==> src/rtl/divmmc_automap_mux.sv <==
// DivMMC paging merged onto the +3 ROM-emulation path: port 0xE3 control register,
// M1-driven automapper FSM and the final SRAM/EEPROM/ROMCS select decode.
`timescale 1ns/1ps
module divmmc_automap_mux #(
    parameter logic [7:0] E3_PORT   = 8'hE3,
    parameter int         BANK_BITS = 4
) (
    input  logic                 clk,
    input  logic                 rst_n,
    input  logic [15:0]          a,
    input  logic [7:0]           din,
    input  logic                 mreq_n,
    input  logic                 iorq_n,
    input  logic                 rd_n,
    input  logic                 wr_n,
    input  logic                 m1_n,
    input  logic                 rom3e_cs,
    input  logic [5:0]           rom3e_hiaddr,
    input  logic [1:0]           banco_rom,
    input  logic                 allramplus3,
    output logic                 sram_cs_n,
    output logic                 sram_we_n,
    output logic [5:0]           sram_hiaddr,
    output logic                 eeprom_cs_n,
    output logic                 romcs
);

    localparam logic [1:0] S_IDLE   = 2'd0;
    localparam logic [1:0] S_ARMED  = 2'd1;
    localparam logic [1:0] S_MAPPED = 2'd2;
    localparam logic [1:0] S_DISARM = 2'd3;

    logic                 r_conmem;
    logic                 r_mapram;
    logic [BANK_BITS-1:0] r_bank;
    logic [1:0]           r_state;
    logic                 r_m1_q;
    logic                 r_iowr_q;

    logic       w_iowr;
    logic       w_e3_wr;
    logic       w_trap_en;
    logic       w_fetch;
    logic       w_entry;
    logic       w_instant;
    logic       w_exit;
    logic       w_m1_rise;
    logic       w_map_active;
    logic       w_mem;
    logic       w_bank3_ro;
    logic [5:0] w_bank_ext;
    logic [1:0] w_state_next;
    logic       w_unused;

    assign w_unused  = &{1'b0, din};
    assign w_iowr    = !iorq_n && !wr_n;
    // A held I/O write strobe spans several clocks; only its first edge loads the register.
    assign w_e3_wr   = w_iowr && !r_iowr_q && (a[7:0] == E3_PORT);
    assign w_trap_en = !allramplus3 && (banco_rom == 2'b11);
    assign w_fetch   = !m1_n && !mreq_n;
    assign w_entry   = w_fetch && ((a == 16'h0000) || (a == 16'h0008) || (a == 16'h0038) ||
                                   (a == 16'h0066) || (a == 16'h04C6) || (a == 16'h0562));
    assign w_instant = w_fetch && (a[15:8] == 8'h3D);
    assign w_exit    = w_fetch && (a[15:3] == 13'h03FF);
    assign w_m1_rise = !r_m1_q && m1_n;

    always_comb begin
        w_state_next = r_state;
        if (w_trap_en) begin
            case (r_state)
                S_IDLE: begin
                    if (w_entry)
                        w_state_next = S_ARMED;
                    else if (w_instant)
                        w_state_next = S_MAPPED;
                end
                S_ARMED: begin
                    if (w_m1_rise)
                        w_state_next = S_MAPPED;
                end
                S_MAPPED: begin
                    if (w_exit)
                        w_state_next = S_DISARM;
                end
                default: begin
                    if (w_entry)
                        w_state_next = S_MAPPED;
                    else if (w_m1_rise)
                        w_state_next = S_IDLE;
                end
            endcase
        end
    end

    always_ff @(posedge clk or negedge rst_n) begin
        if (!rst_n) begin
            r_conmem <= 1'b0;
            r_mapram <= 1'b0;
            r_bank   <= '0;
            r_state  <= S_IDLE;
            r_m1_q   <= 1'b1;
            r_iowr_q <= 1'b0;
        end else begin
            r_m1_q   <= m1_n;
            r_iowr_q <= w_iowr;
            r_state  <= w_state_next;
            if (w_e3_wr) begin
                r_conmem <= din[7];
                r_mapram <= r_mapram | din[6];
                r_bank   <= din[BANK_BITS-1:0];
            end
        end
    end

    // rst_n gates the instant-map term so reset unmaps without waiting for a clock.
    assign w_map_active = rst_n && (r_conmem || (r_state == S_MAPPED) || (r_state == S_DISARM) ||
                                    ((r_state == S_IDLE) && w_instant && w_trap_en));
    assign w_mem        = !mreq_n && (a[15:14] == 2'b00);
    assign w_bank3_ro   = r_mapram && !r_conmem && (r_bank == BANK_BITS'(3));
    assign w_bank_ext   = 6'(r_bank);

    always_comb begin
        sram_cs_n   = 1'b1;
        sram_we_n   = 1'b1;
        eeprom_cs_n = 1'b1;
        romcs       = 1'b0;
        sram_hiaddr = rom3e_hiaddr;
        if (w_mem) begin
            if (w_map_active) begin
                romcs = 1'b1;
                if (!a[13]) begin
                    if (r_conmem || !r_mapram) begin
                        eeprom_cs_n = rd_n;
                    end else begin
                        sram_cs_n   = 1'b0;
                        sram_hiaddr = 6'd3;
                    end
                end else begin
                    sram_cs_n   = 1'b0;
                    sram_hiaddr = w_bank_ext;
                    sram_we_n   = wr_n || w_bank3_ro;
                end
            end else begin
                sram_cs_n = !rom3e_cs;
                romcs     = rom3e_cs;
            end
        end
    end

endmodule

==> config.mk <==
export PLATFORM = sky130hd
export DESIGN_NAME = divmmc_automap_mux
export DESIGN_NICKNAME = d
export VERILOG_FILES = /design/src/rtl/divmmc_automap_mux.sv
export SDC_FILE = /design/constraint.sdc
export NUM_CORES = 1
export LEC_CHECK = 0
export CAP_MARGIN = 10
export CORE_ASPECT_RATIO = 0.75
export CORE_MARGIN = 3
export CORE_UTILIZATION = 40
export CTS_CLUSTER_DIAMETER = 120
export DETAILED_ROUTE_END_ITERATION = 16
export PLACE_DENSITY = 0.87
export SYNTH_ARGS = -nofsm -noshare
export SYNTH_HDL_FRONTEND = slang
export SYNTH_SLANG_ARGS = --single-unit
==> constraint.sdc <==
create_clock -name clk -period 5.4 [get_ports clk]
set_input_delay 1.62 -clock clk [delete_from_list [all_inputs] [get_ports clk]]
set_output_delay 1.62 -clock clk [all_outputs]
set_load 0.05 [all_outputs]
# --- Word-level counts from Yosys, hierarchy flattened ---
# Cells that the tools add are included.
word_totals:
  register_bits: 10
  inputBits: 41
  ramBits: 0
  rom_bits: 0
  latch_bits: 0
  out_inout_bits: 10
  word_cells: 87
  memories: 0
classes:
  n_bitwise: 1
  multipliers: 0
  reduce_logical: 40
  add_sub_neg: 0
  n_eq_ne: 16
  n_shift: 0
  div_mod_pow: 0
  magnitude_cmp: 0
  n_mux: 24
op_table:
  columns: ["operator", "count"]
  rows:
  - ["$eq A16 B11 Y1 const B", 2]
  - ["$mux W6", 4]
  - ["$eq A16 B4 Y1 const B", 1]
  - ["$eq A16 B6 Y1 const B", 1]
  - ["$eq A16 B7 Y1 const B", 1]
  - ["$logic_not A16 Y1", 1]
  - ["$logic_and A1 B1 Y1", 15]
  - ["$eq A13 B10 Y1 const B", 1]
  - ["$mux W1", 13]
  - ["$mux W2", 6]
  - ["$logic_not A1 Y1", 10]
  - ["$logic_or A1 B1 Y1", 10]
  - ["$eq A8 B6 Y1 const B", 1]
  - ["$eq A8 B8 Y1 const B", 1]
  - ["$eq A2 B2 Y1 const B", 3]
  - ["$pmux W2 S3", 1]
  - ["$reduce_and A5 Y1", 1]
  - ["$eq A4 B2 Y1 const B", 1]
  - ["$logic_not A2 Y1", 2]
  - ["$ne A2 B2 Y1 const B", 2]
  - ["$reduce_bool A4 Y1", 1]
  - ["$ne A3 B3 Y1 const B", 1]
  - ["$eq A2 B1 Y1 const B", 1]
  - ["$or A1 B1 Y1", 1]

# --- Logic depth before layout (Yosys ltp) ---
# Gate-level depths: netlist of the first run.
depth:
  depth_word: 9
  depth_mapped: 7
  depth_no_buf: 7

# --- Worst setup path after synthesis of the first run ---
# OpenSTA, ideal clock, no wires.
synth_timing:
  path_kind: "input-to-output"
  from: "input port allramplus3"
  to: "output port sram_cs_n"
  cell_stages: 5
  t_arrival_ns: 3.596
  setup_slack_ns: 0.184
  path_buffers: 0
  t_required_ns: 3.780
  path_cell_list: "nand3b_1 > nor3_1 > o41ai_2 > a21oi_1 > o31ai_1"
synth_between:
  elab_chain_len: 7
synth_rtl:
  columns: ["item", "line_no", "text"]
  rows:
  - ["start, declared", "20", "input logic allramplus3,"]
  - ["$logic_not A1 Y1", "59", "assign w_trap_en = !allramplus3 && (banco_rom == 2'b11);"]
  - ["$logic_and A1 B1 Y1", "59", null]
  - ["$logic_and A1 B1 Y1", "117", "((r_state == S_IDLE) && w_instant && w_trap_en));"]
  - ["$logic_or A1 B1 Y1", "116", "assign w_map_active = rst_n && (r_conmem || (r_state == S_MAPPED) || (r_state == S_DISARM) ||"]
  - ["$logic_and A1 B1 Y1", "116", null]
  - ["$mux W1", "129", "if (w_map_active) begin"]
  - ["$mux W1", "128", "if (w_mem) begin"]
  - ["end, declared", "21", "output logic sram_cs_n,"]
# Every way passes these cells.

# --- Worst setup path in the final report of the first run ---
layout_timing:
  from: "input port a[8]"
  to: "output port sram_we_n"
layout_between:
  elab_chain_len: 8
layout_rtl:
  columns: ["item", "line_no", "text"]
  rows:
  - ["start, declared", "10", "input logic [15:0] a,"]
  - ["$eq A8 B6 Y1", "63", "assign w_instant = w_fetch && (a[15:8] == 8'h3D);"]
  - ["$logic_and A1 B1 Y1", "63", null]
  - ["$logic_and A1 B1 Y1 (2 in a row)", "117", null]
  - ["$logic_or A1 B1 Y1", "116", null]
  - ["$logic_and A1 B1 Y1", "116", null]
  - ["$mux W1", "129", null]
  - ["$mux W1", "128", null]
  - ["end, declared", "22", "output logic sram_we_n,"]
# Every way passes these cells.

==> results.yml, run 1 <==
flow_run:
  drv_cap: 0
layout:
  antenna_cells: 0
  drive_above_1_share_pct: 20.67
  fill_cells: 125
  fin_nets: 196
  final_common_cell: "clkdlybuf4s50_1"
  instances_no_fill: 172
  area_growth_pct: 72.58
  mostFrequentLayoutCells: "clkdlybuf4s50_1 (38), inv_1 (11), dfrtp_1 (9)"
logic_synthesis:
  avgSynthCellArea_um2: 8.982
  syn_inst: 95
  yosysWarnings: 0
  synth_flop_cell: "dfrtp_1"
  synth_top_area_cell: "dfrtp_1"
  syn_area_um2: 853.3
  synth_edf_count: 0
  ys_seq_area_share_pct: 29.47
  async_flop_share_pct: 100.0
  synth_nets: 140
  synth_area_leaders: "dfrtp_1 (26%), mux2_2 (6.6%), ha_1 (5.9%), inv_1 (4.8%), a211o_1 (4.1%)"
  yosys.cell_types.count: 40
  ys_seq_elements: 10
  synth_top_area_share_pct: 26.39
place:
  dp_cells: 168
  portBuffers: 48
  dp_hpwl_um: 2378
  place_congestion: 0.7891
critical_path:
  path_cells: "clkdlybuf4s50_1 -> nand4_1 -> nor3_2 -> o41ai_2 -> or3_1 -> a211o_1 -> buf_4"
  cp.arrival_ps: 3660
  cp_max_fo: 5
  cp-start-kind: "primary input"
  worstPathRequired_ps: 3780
  endpoint_kind: "output port"
  slowest_stage: "clkdlybuf4s50_1"
  slowest_delay_ps: 550
  worstSetupPathType: "in2out"
power:
  pwr-share-seq_pct: 31.1
  p_sw_share_pct: 37.61
  clock_power_share_pct: 17.5
  p_leak_nw: 0.6116
  p_switching_uw: 113.7
  internal-power_uw: 188.7
  pwr_density_cell_nw_per_um2: 205.3
  worst_ir_drop_vdd_uv: 244.2
  comb_power_share_pct: 51.3
drt:
  drcViolationCount: 0
  wl_um: 2851
  avgViaCountPerCell: 5.773
  vias: 993
  wl_per_cell_um: 16.58
  drt_first_iter_violations: 55
  drt-pass1-iter-count: 4
  ant_nets: 0
global_routing:
  grt_overflow: 0
  antenna_found_initial: 0
  grt_usage_pct: 22.15
  grt_pass1_vias: 1010
  grt_max_degree: 11
  grt_pass1_wl_um: 4485
clock_tree:
  hold_buffers: 0
  cts_root_buffer: "clkbuf_4"
  clock_sinks: 10
  cts_tree: "built"
  htree_levels: 1
  clk_latency_ps: 270
  clock_path_buffers: 2
  clkTransAtPathRegs_ps: 50
  cts-buffers-inserted: 3
sta:
  fin_crit_ps: 5282
  fin_tns_setup_ps: 0
  min_period_over_period_pct: 97.81
  max-slew-margin-rel_pct: 61.35
  fmax_mhz: 189.3
  finalSetupViolations: 0
  finalHoldViolations: 0
  grt_setup_unrepaired: "false"
  slew_viol_final: 0
  finClkSkew_ps: 14.37
  worst_pin_slew_ps: 575.3
die:
  start_util_pct: 45.62
  dieArea_um2: 2729
  fp.coreArea_um2: 1871
  fp-row-count: 13
  die_h_um: 46
  die_w_um: 59.33
  io_pins: 51
worst_hold_path:
  hold_class: "reg2reg"
run_status:
  status: "finished, final reports clean"
## cell families (layout without fill, tap and decap cells)
kind of cell / after synthesis / in the layout / share of synthesized area [%]
compound gates: 25 / 25 / 23.61
fa+ha+maj: 4 / 4 / 5.865
buf+inv: 12 / 67 / 5.425
flops: 10 / 10 / 29.47
mux: 5 / 5 / 6.598
simple gates: 39 / 39 / 29.03
## critical path: cells and delay by family
| kind | cells | cell delay (ps) |
|---|---|---|
| AOI/OAI and AO/OA | 2 | 420 |
| and+or+nand+nor | 3 | 880 |
| buffers and inverters | 2 | 740 |
## what timing repair did
| action | CTS | global route |
|---|---|---|
| buffers inserted | 0 | 0 |
| endpoints found under the setup margin | 0 | 7 |
| gates resized for setup | 0 | 2 |
## state kept, by name, indices dropped and copies added, names as in the netlist
register,flops
r_m1_q,1
r_bank,4
r_conmem,1
r_mapram,1
r_state,2
r_iowr_q,1
## layout make-up
| cell class | count | area, um2 | share of cell area [%] |
|---|---|---|---|
| inverter | 11 | 41.29 | 2.804 |
| sequential | 10 | 251.5 | 17.08 |
| clock buffer | 4 | 26.28 | 1.784 |
| timing repair buffer | 52 | 560.5 | 38.06 |
| tap | 22 | 27.53 | 1.869 |
| multi-input combinational | 73 | 565.5 | 38.40 |
## power groups by stage
stage                     Clock, mW  Combinational (mW)  Sequential (mW)
after detailed placement          0               0.153           0.0949
final                        0.0530               0.155           0.0942
after floorplan                   0              0.0845           0.0929
after global placement            0               0.145           0.0946
after CTS                    0.0546               0.154           0.0935
after global routing         0.0578               0.168           0.0952
## cell usage after synthesis (2+ instances only)
library cell / instances
nand2_1: 2
o22a_1: 2
nor4_1: 2
nand4bb_1: 2
nor2b_1: 4
nor2_1: 7
inv_1: 11
o21ai_0: 3
ha_1: 4
dfrtp_1: 9
a211o_1: 4
mux2_2: 5
or3_1: 2
o31ai_1: 4
o22ai_1: 2
nand4_1: 3
nor3_1: 6
## metrics by stage
stage	util (%)	setup slack (ps)	area (um2)	hold WS, ps	power (mW)
after floorplan	-	184.3	853.3	434.8	0.1773
after detailed placement	76.79	43.01	1436	474.1	0.2475
after CTS	78.19	31.13	1463	486.4	0.3018
after global placement	76.79	119.2	1436	451.3	0.2401
final	78.73	118.1	1473	486.2	0.3024
after global routing	78.73	51.57	1473	532.1	0.3208
## per-layer routing
metal  track usage, %  share of wire [%]
met1            27.05                 42
met2            37.25                 47
met3            4.249                8.3
met4            11.31                2.2
met5                0                  0
## worst paths after layout
check                      slack (ps)                   start                      to  cells past startpoint
hold / removal                    490    r_mapram$_DFFE_PN0P_    r_mapram$_DFFE_PN0P_                      1
min in group asynchronous        1680                   rst_n   r_bank[0]$_DFFE_PN0P_                      2
max in group asynchronous        3490                   rst_n        r_m1_q$_DFF_PN1_                      2
hold reg to reg                   490    r_mapram$_DFFE_PN0P_    r_mapram$_DFFE_PN0P_                      1
setup / recovery                  120                    a[8]               sram_we_n                      7
setup reg to reg                 3480  r_state[0]$_DFFE_PN0P_  r_state[1]$_DFFE_PN0P_                      6
Power figures use the tool's default switching activity.
==> run 2: changes to the inputs <==
PLACE_DENSITY = 0.85   (was 0.87)
REMOVE_ABC_BUFFERS = 1   (was default)
==> results.yml, run 2 (synthesis results as in run 1) <==
run_status:
  status: "finished, final reports clean"
critical_path:
  cp_max_fo: 5
  ff2ff_path_depth: 6
  endpoint_kind: "output port"
  worstPathRequired_ps: 3780
  r2r-start: "r_state[1]$_DFFE_PN0P_"
  cp-start-kind: "primary input"
  cp.arrival_ps: 3690
  worstSetupPathType: "in2out"
  crit_end: "sram_we_n"
  startpoint: "a[8]"
  rrSetupSlack_ps: 3460
  r2r_end: "r_state[1]$_DFFE_PN0P_"
power:
  p_switching_uw: 116.2
  clock_power_share_pct: 21.0
  p_leak_nw: 0.6176
  comb_power_share_pct: 49.4
  pwr_density_cell_nw_per_um2: 214.8
  internal-power_uw: 202.3
  p_sw_share_pct: 36.48
  worst_ir_drop_vdd_uv: 191.1
  pwr-share-seq_pct: 29.6
drt:
  drt-pass1-iter-count: 4
  drcViolationCount: 0
  drt_first_iter_violations: 41
  ant_nets: 0
  wl_per_cell_um: 17.00
  avgViaCountPerCell: 5.686
  wl_um: 2924
  vias: 978
place:
  place_congestion: 0.8924
  place_area_um2: 1436
  dp_slack_ps: -50.26
  dp_hpwl_um: 2441
  portBuffers: 48
clock_tree:
  cts_tree: "built"
  htree_levels: 1
  postCtsSetupBuffers: 0
  cts_root_buffer: "clkbuf_4"
  clock_sinks: 10
  clk_latency_ps: 270
  cts-buffers-inserted: 3
  clock_path_buffers: 2
  hold_buffers: 0
  clkTransAtPathRegs_ps: 70
sta:
  finClkSkew_ps: 9.268
  min_period_over_period_pct: 98.25
  fin_crit_ps: 5305
  slew_viol_final: 0
  grt_setup_unrepaired: "false"
  finalSetupViolations: 0
  worst_pin_slew_ps: 596.9
  max-slew-margin-rel_pct: 59.90
  hold_slack_ps: 483.5
  fmax_mhz: 188.5
  finalHoldViolations: 0
  fin_ws_ps: 94.63
global_routing:
  grt_max_degree: 11
  grt_pass1_wl_um: 4360
  grt_overflow: 0
  grt_usage_pct: 21.80
  antenna_found_initial: 0
  grt_pass1_vias: 947
layout:
  final_common_cell: "clkdlybuf4s50_1"
  area_growth_pct: 73.75
  fill_cells: 116
  mostFrequentLayoutCells: "clkdlybuf4s50_1 (38), inv_1 (11), dfrtp_1 (9)"
  drive_above_1_share_pct: 21.33
  reg.largest.list: "r_bank x4, r_state x2"
  fin_nets: 196
  top_register: "r_bank"
  antenna_cells: 0
  final_util_pct: 79.26
  largest_reg_flops: 4
  fin_area_um2: 1483
die:
  fp.coreArea_um2: 1871
  io_pins: 51
  die_h_um: 46
  start_util_pct: 45.62
  fp-row-count: 13
  die_w_um: 59.33
  dieArea_um2: 2729
flow_run:
  drv_cap: 0
worst_hold_path:
  hold_class: "reg2reg"
[run 2: what timing repair did]
action,CTS,global route
setup endpoints to repair,4,1
resized for setup,1,1
endpoints found under the hold margin,0,0
[run 2: power by group through the flow]
stage | registers [mW] | clock network, mW | logic [mW]
after floorplan | 0.0929 | 0 | 0.0845
after global placement | 0.0941 | 0 | 0.146
after detailed placement | 0.0952 | 0 | 0.154
after CTS | 0.0939 | 0.0704 | 0.156
after global routing | 0.0955 | 0.0739 | 0.169
final | 0.0943 | 0.0670 | 0.157
[run 2: metrics by stage]
step | setup TNS, ps | instances | total power, mW
5_1_grt | 0 | 172 | 0.3389
3_3_place_gp | 0 | 168 | 0.2402
2_1_floorplan | 0 | 94 | 0.1773
3_5_place_dp | -157.2 | 168 | 0.2493
4_1_cts | 0 | 172 | 0.3200
6_report | 0 | 172 | 0.3185
[run 2: final cells by class]
type	instances	area, um2	share of cell area (%)
Multi-Input combinational cell	73	565.5	38.14
Timing Repair Buffer	52	560.5	37.81
Sequential cell	10	251.5	16.96
Inverter	11	41.29	2.785
Clock buffer	4	36.28	2.447
Tap cell	22	27.53	1.857
[run 2: metal layers]
layer | wire [um] | track usage [%] | vias up | part of all wire, %
met2 | 1473 | 37.47 | 51 | 50
met4 | 12 | 8.145 | 0 | 0.41
met5 | 0 | 0 | - | 0
met1 | 1190 | 27.44 | 443 | 41
met3 | 248 | 3.683 | 2 | 8.5
li1 | - | - | 482 | -
[run 2: critical path, stage by stage]
cell             delay (ps)
clkdlybuf4s50_1         540
nand4_1                 220
nor3_2                  260
o41ai_2                 140
or3_1                   420
a211o_1                 290
buf_4                   190
[run 2: worst min-delay path by stage]
stage | depth (start not counted) | start | slack (ps) | endpoint
after floorplan | 1 | r_mapram$_DFFE_PN0P_ | 430 | r_mapram$_DFFE_PN0P_
after global placement | 1 | r_mapram$_DFFE_PN0P_ | 450 | r_mapram$_DFFE_PN0P_
after detailed placement | 1 | r_mapram$_DFFE_PN0P_ | 460 | r_mapram$_DFFE_PN0P_
after CTS | 1 | r_mapram$_DFFE_PN0P_ | 480 | r_mapram$_DFFE_PN0P_
after global routing | 1 | r_mapram$_DFFE_PN0P_ | 500 | r_mapram$_DFFE_PN0P_
final | 1 | r_mapram$_DFFE_PN0P_ | 480 | r_mapram$_DFFE_PN0P_
